[config.mk]
export PLATFORM = sky130hd
export DESIGN_NAME = uart_cmd_asm
export DESIGN_NICKNAME = d
export VERILOG_FILES = /design/src/rtl/uart_cmd_asm.sv
export SDC_FILE = /design/constraint.sdc
export NUM_CORES = 1
export LEC_CHECK = 0
export CORE_MARGIN = 8
export CORE_UTILIZATION = 30
export CTS_BUF_LIST = sky130_fd_sc_hd__clkbuf_2
export DETAILED_ROUTE_END_ITERATION = 12
export PLACE_DENSITY = 0.47
export SLEW_MARGIN = 10
export SYNTH_ARGS = -nofsm -noshare
export SYNTH_HDL_FRONTEND = slang
export SYNTH_SLANG_ARGS = --single-unit
export TNS_END_PERCENT = 1
[constraint.sdc]
create_clock -name clk -period 4.37 [get_ports clk]
set_input_delay 0.437 -clock clk [delete_from_list [all_inputs] [get_ports clk]]
set_output_delay 0.437 -clock clk [all_outputs]
set_load 0.03 [all_outputs]
[src/rtl/uart_cmd_asm.sv]
// Assembles UART receiver bytes into 16-bit commands (high byte first) with an inter-byte timeout.
// Optional macro CMD_CHECKSUM_EN adds a third checksum byte and a chk_err output.
module uart_cmd_asm #(
  parameter int TIMEOUT_CYC = 65535,
  parameter int TMO_W       = 16
) (
  input  logic        clk,
  input  logic        rst,
  input  logic        rx_rdy,
  input  logic [7:0]  rx_data,
  output logic        clr_rx_rdy,
  output logic [15:0] cmd,
  output logic        cmd_rdy,
  input  logic        clr_cmd_rdy,
  output logic        overrun,
  output logic        tmo_err
`ifdef CMD_CHECKSUM_EN
  ,
  output logic        chk_err
`endif
);

  typedef enum logic [1:0] {IDLE, WAIT_LO, WAIT_CHK} state_t;

  localparam logic [TMO_W-1:0] TMO_LAST = TMO_W'(TIMEOUT_CYC - 1);

  state_t           state_reg, state_next;
  logic             rx_rdy_q;
  logic [7:0]       hi_reg;
  logic [7:0]       lo_byte;
  logic [TMO_W-1:0] cnt_reg, cnt_next;
  logic             accept;
  logic             complete;
  logic             tmo_fire;
  logic             chk_fail;

  // Only the rising edge of the level-style rx_rdy counts as a new byte.
  assign accept = rx_rdy & ~rx_rdy_q;

`ifdef CMD_CHECKSUM_EN
  logic [7:0] lo_reg;
  logic [7:0] chk_sum;
  assign lo_byte = lo_reg;
  assign chk_sum = hi_reg + lo_reg;
`else
  assign lo_byte = rx_data;
`endif

  always_ff @(posedge clk or posedge rst) begin
    if (rst) state_reg <= IDLE;
    else     state_reg <= state_next;
  end

  always_comb begin
    state_next = state_reg;
    complete   = 1'b0;
    tmo_fire   = 1'b0;
    chk_fail   = 1'b0;
    case (state_reg)
      IDLE: begin
        if (accept) state_next = WAIT_LO;
      end
      WAIT_LO: begin
        // Acceptance is tested first so a byte on the expiry cycle still completes.
        if (accept) begin
`ifdef CMD_CHECKSUM_EN
          state_next = WAIT_CHK;
`else
          complete   = 1'b1;
          state_next = IDLE;
`endif
        end else if (cnt_reg == TMO_LAST) begin
          tmo_fire   = 1'b1;
          state_next = IDLE;
        end
      end
`ifdef CMD_CHECKSUM_EN
      WAIT_CHK: begin
        if (accept) begin
          if (rx_data == chk_sum) complete = 1'b1;
          else                    chk_fail = 1'b1;
          state_next = IDLE;
        end else if (cnt_reg == TMO_LAST) begin
          tmo_fire   = 1'b1;
          state_next = IDLE;
        end
      end
`endif
      default: state_next = IDLE;
    endcase
  end

  // Counter restarts on every accepted byte so each byte gets a full window.
  always_comb begin
    if (state_reg == IDLE || accept || tmo_fire) cnt_next = '0;
    else                                         cnt_next = cnt_reg + TMO_W'(1);
  end

  always_ff @(posedge clk or posedge rst) begin
    if (rst) begin
      rx_rdy_q   <= 1'b0;
      clr_rx_rdy <= 1'b0;
      tmo_err    <= 1'b0;
      cnt_reg    <= '0;
      hi_reg     <= 8'h00;
      cmd        <= 16'h0000;
      cmd_rdy    <= 1'b0;
      overrun    <= 1'b0;
    end else begin
      rx_rdy_q   <= rx_rdy;
      clr_rx_rdy <= accept;
      tmo_err    <= tmo_fire;
      cnt_reg    <= cnt_next;
      if (accept && state_reg == IDLE) hi_reg <= rx_data;
      if (complete) begin
        cmd     <= {hi_reg, lo_byte};
        cmd_rdy <= 1'b1;
        if (cmd_rdy && !clr_cmd_rdy) overrun <= 1'b1;
      end else if (clr_cmd_rdy) begin
        cmd_rdy <= 1'b0;
      end
    end
  end

`ifdef CMD_CHECKSUM_EN
  always_ff @(posedge clk or posedge rst) begin
    if (rst) begin
      lo_reg  <= 8'h00;
      chk_err <= 1'b0;
    end else begin
      chk_err <= chk_fail;
      if (accept && state_reg == WAIT_LO) lo_reg <= rx_data;
    end
  end
`endif

endmodule

==> results.ini, run 1 <==
[synth]
yosys_warnings = 0
syn_inst = 144
syn_nets = 158
synth-seq-cells = 46
syn_avg_cell_area_um2 = 13.09
synth_area_mm2 = 0.001886
yosysSeqAreaShare_pct = 61.05
synthDistinctLibCells = 22

[floorplan]
core-area_mm2 = 0.006205
initial_core_util_pct = 30.39
die_h_um = 95.28
die_x_um = 95.28
rows = 29
pin_count = 32
dieArea_mm2 = 0.009078

[critical_path]
slowest_delay_ps = 680
cp.arrival_ps = 1490
rr_endpoint = cmd[5]$_DFFE_PP0P_
reg2reg_slack_ps = 2640
end_kind = output port
path_buf_inv = 1
r2r_cells = 4
crit_chain = clkdlybuf4s50_1
required_ps = 3930
critPathMaxFanout = 2
path_class = reg -> out
cp-start-kind = flop
critPathSlowestCell = clkdlybuf4s50_1
r2r_start = rx_rdy_q$_DFF_PP0_
cp_top_family = buffers and inverters

[place]
dp.cells = 251
gp_congestion = 0.7385
placed_area_mm2 = 0.002283
hpwl_um = 2562
io_buffers = 31
pre_cts_ws_ps = 2097

[global_route]
grt_max_degree = 47
first_global_vias = 1296
antenna_found_initial = 0
grt_overflow = 0
grtUsageTotal_pct = 8.798
grt_first_pass_wirelength_um = 6161

[job]
maxCapViolCount = 0

[power_and_ir_drop]
peakVddDrop_mv = 0.2552
pwr_density_cell_mw_per_mm2 = 518.3
finalPower_mw = 1.214
power.leakage_nw = 0.9812

[cells_and_area]
diodes = 0
layout-drive-gt1-share_pct = 19.34
stdcell_area_mm2 = 0.002342
area_delta_synth_final_pct = 24.22
fin_util_pct = 37.75
fin_cells = 258
fillers = 583
final_nets = 195

[cts]
path_clk_slew_ps = 220
cts_max_level = 2
cts_setup_buffers = 0
post_cts_resized = 0
cts-buffers-inserted = 5
cts_sinks = 46
cts_tree = done
hold_buffers = 0
clock_latency_ps = 400
clockBufferDepth = 2
clockRootBuffer = clkbuf_2

[routing]
drt_iter0_markers = 18
vias = 1193
avgViaCountPerCell = 4.624
drtAntennaViolNets = 0
routedWlPerCell_um = 13.66
wirelength_um = 3523
first_pass_iters = 4
drc = 0

[timing]
final.setup_skew_ps = 16.99
period_minus_slack_ps = 1930
rsz0062_at_grt = no
setup_viol = 0
slew_headroom_pct = 50.50
max_freq_ghz = 0.5181
timing.hold.ws_ps = 450.8
worstMarginPinSlew_ps = 740.7
setup_tns_ps = 0
slew_violations = 0
finalHoldViolations = 0
setup_ws_ps = 2440
period_share_pct = 44.17

[worst_hold_path]
hold_class = in -> async

[outcome]
run_status = finished, final reports clean

## worst register-to-register path, cell delays in order (launching register included)
cell      delay (ps)
dfrtp_1          370
nand2b_1         220
inv_1             90
nand2_1          560
mux2_2           420
## cell usage after synthesis
cell | n | share of area (%)
o21bai_1 | 1 | 0.40
nor3_1 | 4 | 1.1
nand3_4 | 1 | 0.93
xnor2_1 | 11 | 5.1
o21ai_0 | 1 | 0.27
buf_6 | 1 | 0.60
dfrtp_1 | 46 | 61
buf_2 | 1 | 0.27
ha_1 | 2 | 1.3
nand2_1 | 6 | 1.2
inv_1 | 5 | 1.0
nand2b_1 | 2 | 0.66
nand4_4 | 1 | 1.1
or4_4 | 1 | 0.60
mux2_2 | 24 | 14
xor2_1 | 3 | 1.4
nor4_1 | 4 | 1.3
nand3_1 | 6 | 1.6
nor2_1 | 19 | 3.8
nand4_1 | 2 | 0.66
and3_1 | 2 | 0.66
nand4_2 | 1 | 0.66
## cells by family (layout without fill, tap and decap cells)
group	Yosys count	in the layout	synth area share [%]
compound gates	2	2	0.6635
buf+inv	7	44	1.858
xor+xnor	14	14	6.503
flops	46	46	61.05
simple gates	49	49	14.27
mux	24	24	14.33
fa+ha+maj	2	2	1.327
## worst max-delay path by stage
stage	slack, ps	to	startpoint	cells after the start
after floorplan	2760	cmd[0]$_DFFE_PP0P_	rx_rdy	5
after global placement	2150	hi_reg[3]$_DFFE_PP0P_	rx_rdy	4
after detailed placement	2100	cmd[4]$_DFFE_PP0P_	rx_rdy	5
after CTS	2400	cmd[1]	cmd[1]$_DFFE_PP0P_	1
after global routing	2310	cmd[1]	cmd[1]$_DFFE_PP0P_	1
final	2440	cmd[1]	cmd[1]$_DFFE_PP0P_	1
## layer usage
| metal | part of all wire [%] | track usage (%) | vias to the layer above |
|---|---|---|---|
| li1 | - | - | 561 |
| met4 | 1.2 | 3.511 | 0 |
| met3 | 8.8 | 3.543 | 6 |
| met5 | 0 | 0 | - |
| met1 | 41 | 9.809 | 598 |
| met2 | 49 | 14.67 | 28 |
## layout make-up
class                           count  area, um2  area share, %
Sequential cell                    46       1151          49.15
Tap cell                           77      96.34          4.113
Clock inverter                      2      33.78          1.442
Timing Repair Buffer               32      317.8          13.57
Inverter                            5      18.77         0.8013
Multi-Input combinational cell     91      699.4          29.86
Clock buffer                        5      25.02          1.068
## power breakdown
part / internal (mW) / switching (mW)
clock: 0.0921 / 0.128
sequential: 0.521 / 0.0538
combinational: 0.197 / 0.222
## cell usage in the layout (no fill, tap or decap)
| cell | synthesis | final |
|---|---|---|
| and3_1 | 2 | 2 |
| buf_4 | 0 | 1 |
| bufinv_16 | 0 | 1 |
| clkbuf_2 | 0 | 5 |
| clkdlybuf4s50_1 | 0 | 31 |
| clkinv_1 | 0 | 2 |
| dfrtp_1 | 46 | 46 |
| ha_1 | 2 | 2 |
| inv_1 | 5 | 4 |
| mux2_2 | 24 | 24 |
| nand2_1 | 6 | 6 |
| nand2b_1 | 2 | 2 |
| nand3_1 | 6 | 6 |
| nand3_4 | 1 | 1 |
| nand4_1 | 2 | 2 |
| nand4_2 | 1 | 1 |
| nand4_4 | 1 | 1 |
| nor2_1 | 19 | 19 |
| nor3_1 | 4 | 4 |
| nor4_1 | 4 | 4 |
| o21ai_0 | 1 | 1 |
| o21bai_1 | 1 | 1 |
| or4_4 | 1 | 1 |
| xnor2_1 | 11 | 11 |
| xor2_1 | 3 | 3 |
Power figures use the tool's default switching activity.
==> run 2: changes to the inputs <==
Clock period 4.37 ns to 1.9 ns, I/O delays scaled along.
==> run 2 against run 1 <==
First-iteration DRC count rose by 17%. Clock-buffer cell count rose by 1. Flip-flop and latch count did not move. Hold slack got worse by 410 ps. Non-clock buffer count rose by 4. Routed wire length rose by 1.2%. Setup slack got worse by 2200 ps. Utilization rose by 0.83 points.
==> results.ini, run 2 (synthesis gave the netlist of run 1 again) <==
[outcome]
run_status = finished, final reports clean  ; unchanged

[cts]
cts_setup_buffers = 0  ; unchanged
path_clk_slew_ps = 230  ; was 220 ps
cts_sinks = 46  ; unchanged
cts_tree = done  ; unchanged
cts-buffers-inserted = 5  ; unchanged
cts_max_level = 2  ; unchanged
post_cts_resized = 0  ; unchanged
clockRootBuffer = clkbuf_2  ; unchanged
clock_latency_ps = 410  ; was 400 ps
hold_buffers = 0  ; unchanged
clockBufferDepth = 2  ; unchanged

[critical_path]
slowest_delay_ps = 600  ; was 680 ps
required_ps = 2220  ; was 3930 ps
end_kind = flop  ; was output port
cp-start-kind = flop  ; unchanged
path_class = reg -> reg  ; was reg -> out
critPathMaxFanout = 17  ; was 2
critPathSlowestCell = or4_4  ; was clkdlybuf4s50_1
crit_chain = nand4_2 -> or4_4 -> nand3_4 -> o21ai_0  ; was clkdlybuf4s50_1
cp.arrival_ps = 2020  ; was 1490 ps

[place]
placed_area_mm2 = 0.002326  ; was 0.002283 mm2
io_buffers = 31  ; unchanged
hpwl_um = 2645  ; was 2562 um
gp_congestion = 0.7798  ; was 0.7385

[floorplan]
pin_count = 32  ; unchanged
die_h_um = 95.28  ; unchanged
rows = 29  ; unchanged
initial_core_util_pct = 30.39  ; unchanged
core-area_mm2 = 0.006205  ; unchanged
die_x_um = 95.28  ; unchanged
dieArea_mm2 = 0.009078  ; unchanged

[routing]
drtAntennaViolNets = 0  ; unchanged
drt_iter0_markers = 21  ; was 18
vias = 1191  ; was 1,193
wirelength_um = 3566  ; was 3523 um
drc = 0  ; unchanged
routedWlPerCell_um = 13.56  ; was 13.66 um
first_pass_iters = 4  ; unchanged
avgViaCountPerCell = 4.529  ; was 4.624

[timing]
setup_viol = 0  ; unchanged
slew_headroom_pct = 61.12  ; was 50.50%
rsz0062_at_grt = no  ; unchanged
max_freq_ghz = 0.5906
final.setup_skew_ps = 18.19  ; was 16.99 ps
setup_tns_ps = 0  ; unchanged
period_minus_slack_ps = 1693
finalHoldViolations = 0  ; unchanged
slew_violations = 0  ; unchanged
worstMarginPinSlew_ps = 579.7  ; was 740.7 ps
period_share_pct = 89.11

[cells_and_area]
stdcell_area_mm2 = 0.002394  ; was 0.002342 mm2
final_nets = 199  ; was 195
layout_commonest_cell = dfrtp_1  ; unchanged
layout-drive-gt1-share_pct = 22.04  ; was 19.34%
layout_common_cells = dfrtp_1, clkdlybuf4s50_1, mux2_2, nor2_1, xnor2_1  ; unchanged
fin_util_pct = 38.58  ; was 37.75%
area_delta_synth_final_pct = 26.94  ; was 24.22%
diodes = 0  ; unchanged

[power_and_ir_drop]
pwr_density_cell_mw_per_mm2 = 1185  ; was 518.3 mW/mm2
combPwrFrac_pct = 34.8  ; was 34.5%
p_switching_mw = 0.9442  ; was 0.4041 mW
peakVddDrop_mv = 0.5414  ; was 0.2552 mV
power.leakage_nw = 1.010  ; was 0.9812 nW
swShare_pct = 33.29  ; about the same
clock_power_share_pct = 19.0  ; was 18.1%
intPower_mw = 1.892  ; was 0.8099 mW
pwr-share-seq_pct = 46.2  ; was 47.3%
finalPower_mw = 2.836  ; was 1.214 mW

[job]
maxCapViolCount = 0  ; unchanged

[global_route]
antenna_found_initial = 0  ; unchanged
first_global_vias = 1270  ; was 1,296
grt_first_pass_wirelength_um = 6030  ; was 6161 um
grtUsageTotal_pct = 8.478  ; was 8.798%
grt_max_degree = 19  ; was 47
grt_overflow = 0  ; unchanged

[worst_hold_path]
hold_class = in -> async  ; unchanged

-- run 2: critical path, delay by kind of cell, from the launching register on --
kind	cells	cell delay, ps
DFF	1	490
AOI/OAI and AO/OA	1	110
and+or+nand+nor	3	1000
-- run 2: worst paths after layout --
path / startpoint / end / slack [ps] / cells past startpoint
hold / removal: rst / cmd[1]$_DFFE_PP0P_ / 40 / 2
min in group clk: rx_rdy / rx_rdy_q$_DFF_PP0_ / 240 / 1
hold reg to reg: overrun$_DFFE_PP0P_ / overrun$_DFFE_PP0P_ / 510 / 1
max in group asynchronous: rst / cnt_reg[12]$_DFF_PP0_ / 1260 / 3
setup reg to reg: cnt_reg[7]$_DFF_PP0_ / state_reg[0]$_DFFE_PP0P_ / 210 / 4
setup / recovery: cnt_reg[7]$_DFF_PP0_ / state_reg[0]$_DFFE_PP0P_ / 210 / 4
-- run 2: power by group through the flow --
stage | combinational [mW] | sequential (mW) | clock [mW]
5_1_grt | 1.04 | 1.35 | 0.609
6_report | 0.986 | 1.31 | 0.539
3_5_place_dp | 1.01 | 1.34 | 0
2_1_floorplan | 0.254 | 1.65 | 0
4_1_cts | 1.01 | 1.32 | 0.568
3_3_place_gp | 0.994 | 1.32 | 0
-- run 2: routing by layer --
layer  wire (um)  GRT usage, %
met1        1507         9.942
met3         298         2.913
met4          53         3.251
met2        1706         13.98
met5           0             0
-- run 2: per-stage QoR --
step	worst slack [ps]	hold WS, ps	instances
final	206.9	36.99	263
after CTS	164.8	28.20	263
after global routing	65.27	24.16	263
after detailed placement	200.7	471.1	255
after floorplan	344.0	221.4	144
after global placement	227.8	461.5	255
-- run 2: layout make-up --
class	instances	area (um2)
clock inverters	2	37.54
multi-input cells	91	699.4
clock buffers	6	30.03
repair buffers	36	360.3
well taps	77	96.34
flip-flops and latches	46	1151
fillers	598	3811
inverters	5	18.77
